`config.mk`:
```
export PLATFORM = sky130hd
export DESIGN_NAME = seg7_display_arbiter
export DESIGN_NICKNAME = d
export VERILOG_FILES = /design/src/rtl/seg7_display_arbiter.sv
export SDC_FILE = /design/constraint.sdc
export NUM_CORES = 1
export LEC_CHECK = 0
export ABC_AREA = 1
export CAP_MARGIN = 20
export CORE_MARGIN = 2
export CORE_UTILIZATION = 25
export CTS_CLUSTER_SIZE = 8
export DETAILED_ROUTE_END_ITERATION = 10
export PLACE_DENSITY = 0.5
export SYNTH_ARGS = -nofsm -noshare
export SYNTH_HDL_FRONTEND = slang
export SYNTH_SLANG_ARGS = --single-unit
```
`constraint.sdc`:
```
create_clock -name clk_i -period 2.5 [get_ports clk_i]
set_input_delay 0.375 -clock clk_i [delete_from_list [all_inputs] [get_ports clk_i]]
set_output_delay 0.375 -clock clk_i [all_outputs]
set_load 0.02 [all_outputs]
```
`src/rtl/seg7_display_arbiter.sv`:
```
// Round-robin owner of the shared 4-digit 7-seg display; each accepted value
// is held for HOLD_CYCLES before the next requester can take over.
module seg7_display_arbiter #(
  parameter  int NUM_REQ     = 3,
  parameter  int HOLD_CYCLES = 27_000_000,
  localparam int IDX_W       = $clog2(NUM_REQ)
) (
  input  logic                   clk_i,
  input  logic                   rst_i,
  input  logic [NUM_REQ-1:0]     req_valid_i,
  input  logic [16*NUM_REQ-1:0]  req_data_i,
  output logic [NUM_REQ-1:0]     req_ready_o,
  input  logic                   test_i,
  output logic [15:0]            hex_o,
  output logic                   test_o,
  output logic [IDX_W-1:0]       owner_o,
  output logic                   busy_o
);

  localparam int               TIMER_W   = $clog2(HOLD_CYCLES + 1);
  localparam logic [TIMER_W-1:0] HOLD_LOAD = TIMER_W'(HOLD_CYCLES - 1);
  localparam logic [IDX_W-1:0] LAST_IDX  = IDX_W'(NUM_REQ - 1);

  typedef enum logic {IDLE, HOLD} state_t;

  state_t               state_q, state_d;
  logic [IDX_W-1:0]     ptr_q, ptr_d;
  logic [TIMER_W-1:0]   timer_q, timer_d;
  logic [15:0]          hex_q, hex_d;
  logic [IDX_W-1:0]     owner_q, owner_d;
  logic                 busy_q, busy_d;
  logic                 test_q, test_d;

  logic [IDX_W-1:0]     grant;
  logic                 found;
  logic                 accept;
  logic [15:0]          grant_data;
  int                   idx;

  // Rotating search starting at the pointer: first valid requester wins.
  always_comb begin
    grant = '0;
    found = 1'b0;
    idx   = 0;
    for (int k = 0; k < NUM_REQ; k++) begin
      idx = int'(ptr_q) + k;
      if (idx >= NUM_REQ) idx = idx - NUM_REQ;
      if (!found && req_valid_i[IDX_W'(idx)]) begin
        found = 1'b1;
        grant = IDX_W'(idx);
      end
    end
  end

  assign accept = (state_q == IDLE) && found;

  always_comb begin
    grant_data  = '0;
    req_ready_o = '0;
    for (int i = 0; i < NUM_REQ; i++) begin
      if (grant == IDX_W'(i)) grant_data = req_data_i[16*i +: 16];
      req_ready_o[i] = accept && !rst_i && (grant == IDX_W'(i));
    end
  end

  always_comb begin
    state_d = state_q;
    ptr_d   = ptr_q;
    timer_d = timer_q;
    hex_d   = hex_q;
    owner_d = owner_q;
    busy_d  = busy_q;
    test_d  = test_i;
    case (state_q)
      IDLE: begin
        if (accept) begin
          hex_d   = grant_data;
          owner_d = grant;
          ptr_d   = (grant == LAST_IDX) ? '0 : grant + IDX_W'(1);
          timer_d = HOLD_LOAD;
          busy_d  = 1'b1;
          state_d = HOLD;
        end
      end
      HOLD: begin
        // Timer holds the number of HOLD cycles still to come after this one.
        if (timer_q == '0) begin
          busy_d  = 1'b0;
          state_d = IDLE;
        end else begin
          timer_d = timer_q - TIMER_W'(1);
        end
      end
      default: state_d = IDLE;
    endcase
  end

  always_ff @(posedge clk_i or posedge rst_i) begin
    if (rst_i) begin
      state_q <= IDLE;
      ptr_q   <= '0;
      timer_q <= '0;
      hex_q   <= '0;
      owner_q <= '0;
      busy_q  <= 1'b0;
      test_q  <= 1'b0;
    end else begin
      state_q <= state_d;
      ptr_q   <= ptr_d;
      timer_q <= timer_d;
      hex_q   <= hex_d;
      owner_q <= owner_d;
      busy_q  <= busy_d;
      test_q  <= test_d;
    end
  end

  assign hex_o   = hex_q;
  assign owner_o = owner_q;
  assign busy_o  = busy_q;
  assign test_o  = test_q;

endmodule

```
# Yosys cells after proc, flatten, opt, wreduce, memory -nomap -nowiden
# Cells that the tools add are included.
[totals]
register_bits = 48
out_inout_bits = 23
inputBits = 54
elab_cells = 72
[classes]
n_reduce_logical = 15
n_bitwise = 1
n_lt_le_gt_ge = 6
mux = 31
eq_ne = 5
add_sub_neg = 7
[ops]
columns = ["op", "count"]
rows = [
  ["$mux 25", 2],
  ["$pmux 25 s2", 1],
  ["$mux 16", 3],
  ["$logic_not 25->1", 1],
  ["$sub 25x1->25 const B", 1],
  ["$mux 2", 7],
  ["$mux 1", 13],
  ["$lt 2x4->1 const B", 3],
  ["$logic_and 1x1->1", 7],
  ["$bmux 1 s2", 3],
  ["$ge 3x2->1 const B", 2],
  ["$reduce_and 2->1", 3],
  ["$sub 2x2->2 const B", 3],
  ["$ne 2x2->1 const B", 2],
  ["$pmux 1 s2", 2],
  ["$add 2x1->3 const B", 1],
  ["$add 2x2->3 const B", 1],
  ["$logic_not 1->1", 3],
  ["$add 2x1->2 const B", 1],
  ["$eq 2x1->1 const B", 1],
  ["$eq 2x2->1 const B", 1],
  ["$ge 2x2->1 const B", 1],
  ["$logic_not 2->1", 1],
  ["$ne 2x1->1 const B", 1],
  ["$not 1->1", 1],
]

# Logic depth before layout (Yosys ltp)
[depth]
word_depth = 16
ltp_mapped = 16
depth_no_buf = 14

# Worst setup path before layout
# No wires, ideal clock.
[synth_path]
path_type = "flip-flop to output port"
from = "reg ptr_q[0]"
to = "out req_ready_o[1]"
path_buffers = 2
path_stages_with_launch = 14
required_ps = 2125
path_slack_ps = 137
t_arrival_ps = 1988
path_cell_list = "dfrtp_1 > inv_1 > ha_1 > buf_6 > inv_2 > nand2_1 > nand3_1 > nand2_2 > nand4_4 > nand2_4 > inv_2 > buf_4 > nand2_1 > nor2_1"
[synth_between]
elab_chain_len = 15
word_cells_on_any_way = 34
classes_between = "add/sub (5); order compare (3); eq/ne (1); mux (18); reduce/logical (7)"
[synth_rtl]
columns = ["item", "line", "source"]
rows = [
  ["start, declared", "27", "logic [IDX_W-1:0] ptr_q, ptr_d;"],
  ["start signal, assigned", "109", "ptr_q <= ptr_d;"],
  ["branches (longest 14 deep; another with $add 2x1->3)", "-", ""],
  ["$logic_and 1x1->1 *", "62", "req_ready_o[i] = accept && !rst_i && (grant == IDX_W'(i));"],
  ["end, declared", "12", "output logic [NUM_REQ-1:0] req_ready_o,"],
]
# Mark *: on every way between the ends. The select of a mux whose other input is x is not followed.

# Worst setup path after layout
[layout_path]
from = "reg ptr_q[1]"
to = "out req_ready_o[2]"
[layout_between]
elab_chain_len = 15
word_cells_on_any_way = 34
classes_between = "add/sub (5); order compare (3); eq/ne (1); mux (18); reduce/logical (7)"
[layout_rtl]
columns = ["item", "line"]
rows = [
  ["branches (longest 14 deep; another with $add 2x1->3)", "-"],
  ["$logic_and 1x1->1 *", "62"],
]
# Marks and branches as above.

==> results.md <==
- Min Tclk post-route: 2.38 ns
- Worst slew pin tran: 0.635 ns
- Cell Area, Synth: 0.00331 mm²
- Share of post-route cells with drive strength above 1: 0.153
- H-tree levels: 2
- P&R area growth vs syn: 40.4%
- DRT antenna net count: 0
- Clock Tree Buf Depth: 2
- DR WL/cell: 12.3 µm
- Status: finished, final reports clean
- Root Buffer: clkbuf_16
- Slowest library cell on the worst path: dfrtp_2
- FMAX: 421 MHz
- 1st-pass router iterations: 4
- First-pass GRT wire length: 15.6 mm
- Total number of vias: 3229
- CP peak stage delay: 0.45 ns
- Worst Hold Class: flip-flop to flip-flop
- Final-report setup violation count: 0
- Cell count after synthesis: 472
- PwrDens: 1150 mW/mm²
- Setup TNS: 0 ns
- Final #Nets: 628
- CP endpoint kind: output port
- Fin crit share: 0.951
- Largest net degree at the start of global routing: 49
- Pint: 0.00300 W
- Port Buffers: 76
- Crit Path Max Fanout: 7
- Post-Synthesis Net Count: 532
- Reg clk slew, reported paths: 0.07 ns
- CP required: 2.12 ns
- Crit-path most repeated cell: nor2_2
- RSZ-0062 raised after global routing: no
- Gate power share: 0.586
- Die Ht: 119 µm
- WP data arrival: 2.00 ns
- WS Path Type: flip-flop to output port
- Total power draw: 0.00536 W
- Syn avg cell area: 7.01 µm²
- Ys Warns: 0
- # clock sinks: 48
- Final hold vios: 0
- Rel. slew slack: 0.577
- Post-cts hold buffer count: 0
- TritonCTS clock tree: done
- Distinct cell type count after synthesis: 31
- Vias in the first global route: 3294
- Iteration-0 DRC Markers: 143
- Final WL: 9.13 mm
- Worst path cell trace: ha_4, inv_4, nand2_1, nand3_1, nand2_2, nand3_4, nor2_2, nor2_4, nor2_2, buf_4
- Synthesis-stage register bit count: 48
- Initial antenna violation count: 0
- Clock Latency Late Sink: 0.30 ns
- Die area: 0.0142 mm²
- Die span in x: 119 µm
- Vias per Instance: 4.33
- Starting density of the core: 0.253
- Rows: 42
- P_sw: 0.00236 W
- Reg area: 0.00120 mm²
- Diode count: 0
- Sequential power share: 0.247
- Leak: 2.16 nW
- Pins Over Slew Limit: 0
- Fillers: 1379
- Critical path startpoint category: flip-flop
- Post-DP HPWL: 6.92 mm
- Cells after DPL: 736
- IO Pins: 77
- Slack of the critical path: 0.122 ns
- Core area: 0.0131 mm²
- GRT Overall Usage: 0.135
- Non-Filler Instances: 745
- Multi-input logic area: 0.00186 mm²
- Final Skew: 0.00937 ns
- Max cap viols: 0
- Clock power frac: 0.166
- Top delay family on crit path: simple AND/OR/NAND/NOR gates
- Switching Fraction: 0.440
- Critical path buffer and inverter count: 2
- CTS buffer count: 5
- Grt ovf: 0
- Detailed-route DRC error count: 0
- Setup WS pre-CTS: -0.225 ns
- Peak VDD IR: 0.000512 V
- Final Util: 0.355
- RePlAce Congestion: 0.884
- Register area share after synthesis: 0.363
-- routing by layer --
| layer | up-vias | track usage | share of wire | wire length (µm) |
|---|---|---|---|---|
| li1 | 1689 | - | - | - |
| met4 | 0 | 0.0379 | 0.012 | 108 |
| met1 | 1445 | 0.169 | 0.47 | 4270 |
| met2 | 88 | 0.223 | 0.45 | 4090 |
| met5 | - | 0 | 0 | 0 |
| met3 | 7 | 0.0441 | 0.072 | 659 |
-- repair_timing --
action	in CTS	in global routing
resized for setup	18	13
setup endpoints to repair	3	3
pin swaps	1	3
setup buffers	0	1
-- synthesized netlist by cell type --
master,instances,area (µm²)
buf_2,6,30.0
inv_1,44,165
xor2_1,13,114
nand2_2,4,25.0
clkbuf_1,1,3.75
nand3_4,1,17.5
a21oi_1,1,5.00
o21ai_2,2,17.5
nand2_4,5,56.3
nand2_1,140,526
inv_2,5,18.8
nor2_4,2,22.5
nand4_1,9,56.3
buf_6,6,67.6
nor2_2,3,18.8
nand3_2,4,40.0
nand4_4,1,21.3
nor2_8,1,20.0
nand3b_1,2,15.0
a31oi_1,2,12.5
dfrtp_1,48,1200
nand3_1,49,245
o21ai_0,18,90.1
o21ai_1,14,70.1
o21bai_2,4,45.0
o31ai_1,1,7.51
buf_4,3,22.5
or2_2,3,18.8
ha_1,6,75.1
nor3_1,2,10.0
nor2_1,72,270
-- layout make-up --
type,count,share of cell area
Clock inverter,3,0.0148
Inverter,49,0.0402
Clock buffer,5,0.0269
Multi-Input combinational cell,359,0.400
Sequential cell,48,0.259
Tap cell,176,0.0474
Timing Repair Buffer,105,0.212
-- worst register-to-register path, delay by kind of cell, from the launching register on --
| family | cells | cell delay (ns) |
|---|---|---|
| AND/OR/NAND/NOR | 8 | 0.71 |
| buffers and inverters | 3 | 0.61 |
| flip-flops | 1 | 0.45 |
| adder cells (fa/ha/maj) | 1 | 0.34 |
-- layout by cell type (no fill, tap or decap), types with 2 or more instances in the layout --
| cell type | Yosys | layout |
|---|---|---|
| bufinv_16 | 0 | 2 |
| or2_2 | 3 | 3 |
| nand2_4 | 5 | 5 |
| a31oi_1 | 2 | 2 |
| o21bai_2 | 4 | 4 |
| buf_4 | 3 | 31 |
| nor2_2 | 3 | 5 |
| nand2_2 | 4 | 4 |
| nor2_1 | 72 | 70 |
| dfrtp_1 | 48 | 47 |
| o21ai_1 | 14 | 14 |
| ha_4 | 0 | 3 |
| nand3_2 | 4 | 5 |
| inv_1 | 44 | 40 |
| nand4_1 | 9 | 9 |
| nor3_1 | 2 | 2 |
| clkbuf_16 | 0 | 5 |
| nand2_1 | 140 | 140 |
| nand3_1 | 49 | 48 |
| o21ai_0 | 18 | 18 |
| inv_2 | 5 | 8 |
| nand3b_1 | 2 | 2 |
| clkdlybuf4s50_1 | 0 | 73 |
| xor2_1 | 13 | 13 |
| nor2_4 | 2 | 2 |
| ha_1 | 6 | 2 |
-- worst paths after layout --
check | depth (start not counted) | to | slack (ns) | from
hold / removal | 2 | busy_o$_DFFE_PP0P_ | 0.48 | busy_o$_DFFE_PP0P_
hold reg to reg | 2 | busy_o$_DFFE_PP0P_ | 0.48 | busy_o$_DFFE_PP0P_
setup / recovery | 10 | req_ready_o[2] | 0.12 | ptr_q[1]$_DFFE_PP0P_
max in group asynchronous | 3 | ptr_q[1]$_DFFE_PP0P_ | 1.41 | rst_i
setup reg to reg | 12 | timer_q[24]$_DFFE_PP0P_ | 0.25 | ptr_q[1]$_DFFE_PP0P_
min in group asynchronous | 3 | ptr_q[0]$_DFFE_PP0P_ | 0.65 | rst_i
-- power by group through the flow --
stage	registers, W	logic [W]	clock network (W)
6_report	0.00132	0.00314	0.000892
4_1_cts	0.00132	0.00309	0.000922
2_1_floorplan	0.00144	0.00198	0
3_5_place_dp	0.00132	0.00304	0
5_1_grt	0.00137	0.00354	0.000952
3_3_place_gp	0.00131	0.00304	0
-- per-stage QoR --
step | cell area (µm²) | hold slack [ns]
finish | 4640 | 0.481
global route | 4640 | 0.507
CTS | 4590 | 0.486
detailed placement | 4390 | 0.465
global placement | 4390 | 0.464
floorplan | 3310 | 0.406
-- state kept, by name, indices dropped and copies added, names as in the netlist --
signal / flops
timer_q: 25
hex_o: 16
owner_o: 2
ptr_q: 2
busy_o: 1
state_q: 1
test_o: 1
-- kinds of logic (layout without fill, tap and decap cells) --
logic type	count (synthesis)	in the layout	synth area share
AOI/OAI and AO/OA	42	42	0.0749
xor gates and xnor gates	13	13	0.0344
adders and majority gates	6	6	0.0227
buffers and inverters	65	162	0.0930
DFF	48	48	0.363
and+or+nand+nor	298	298	0.412
Note: power is estimated with default switching activity, not from simulation.
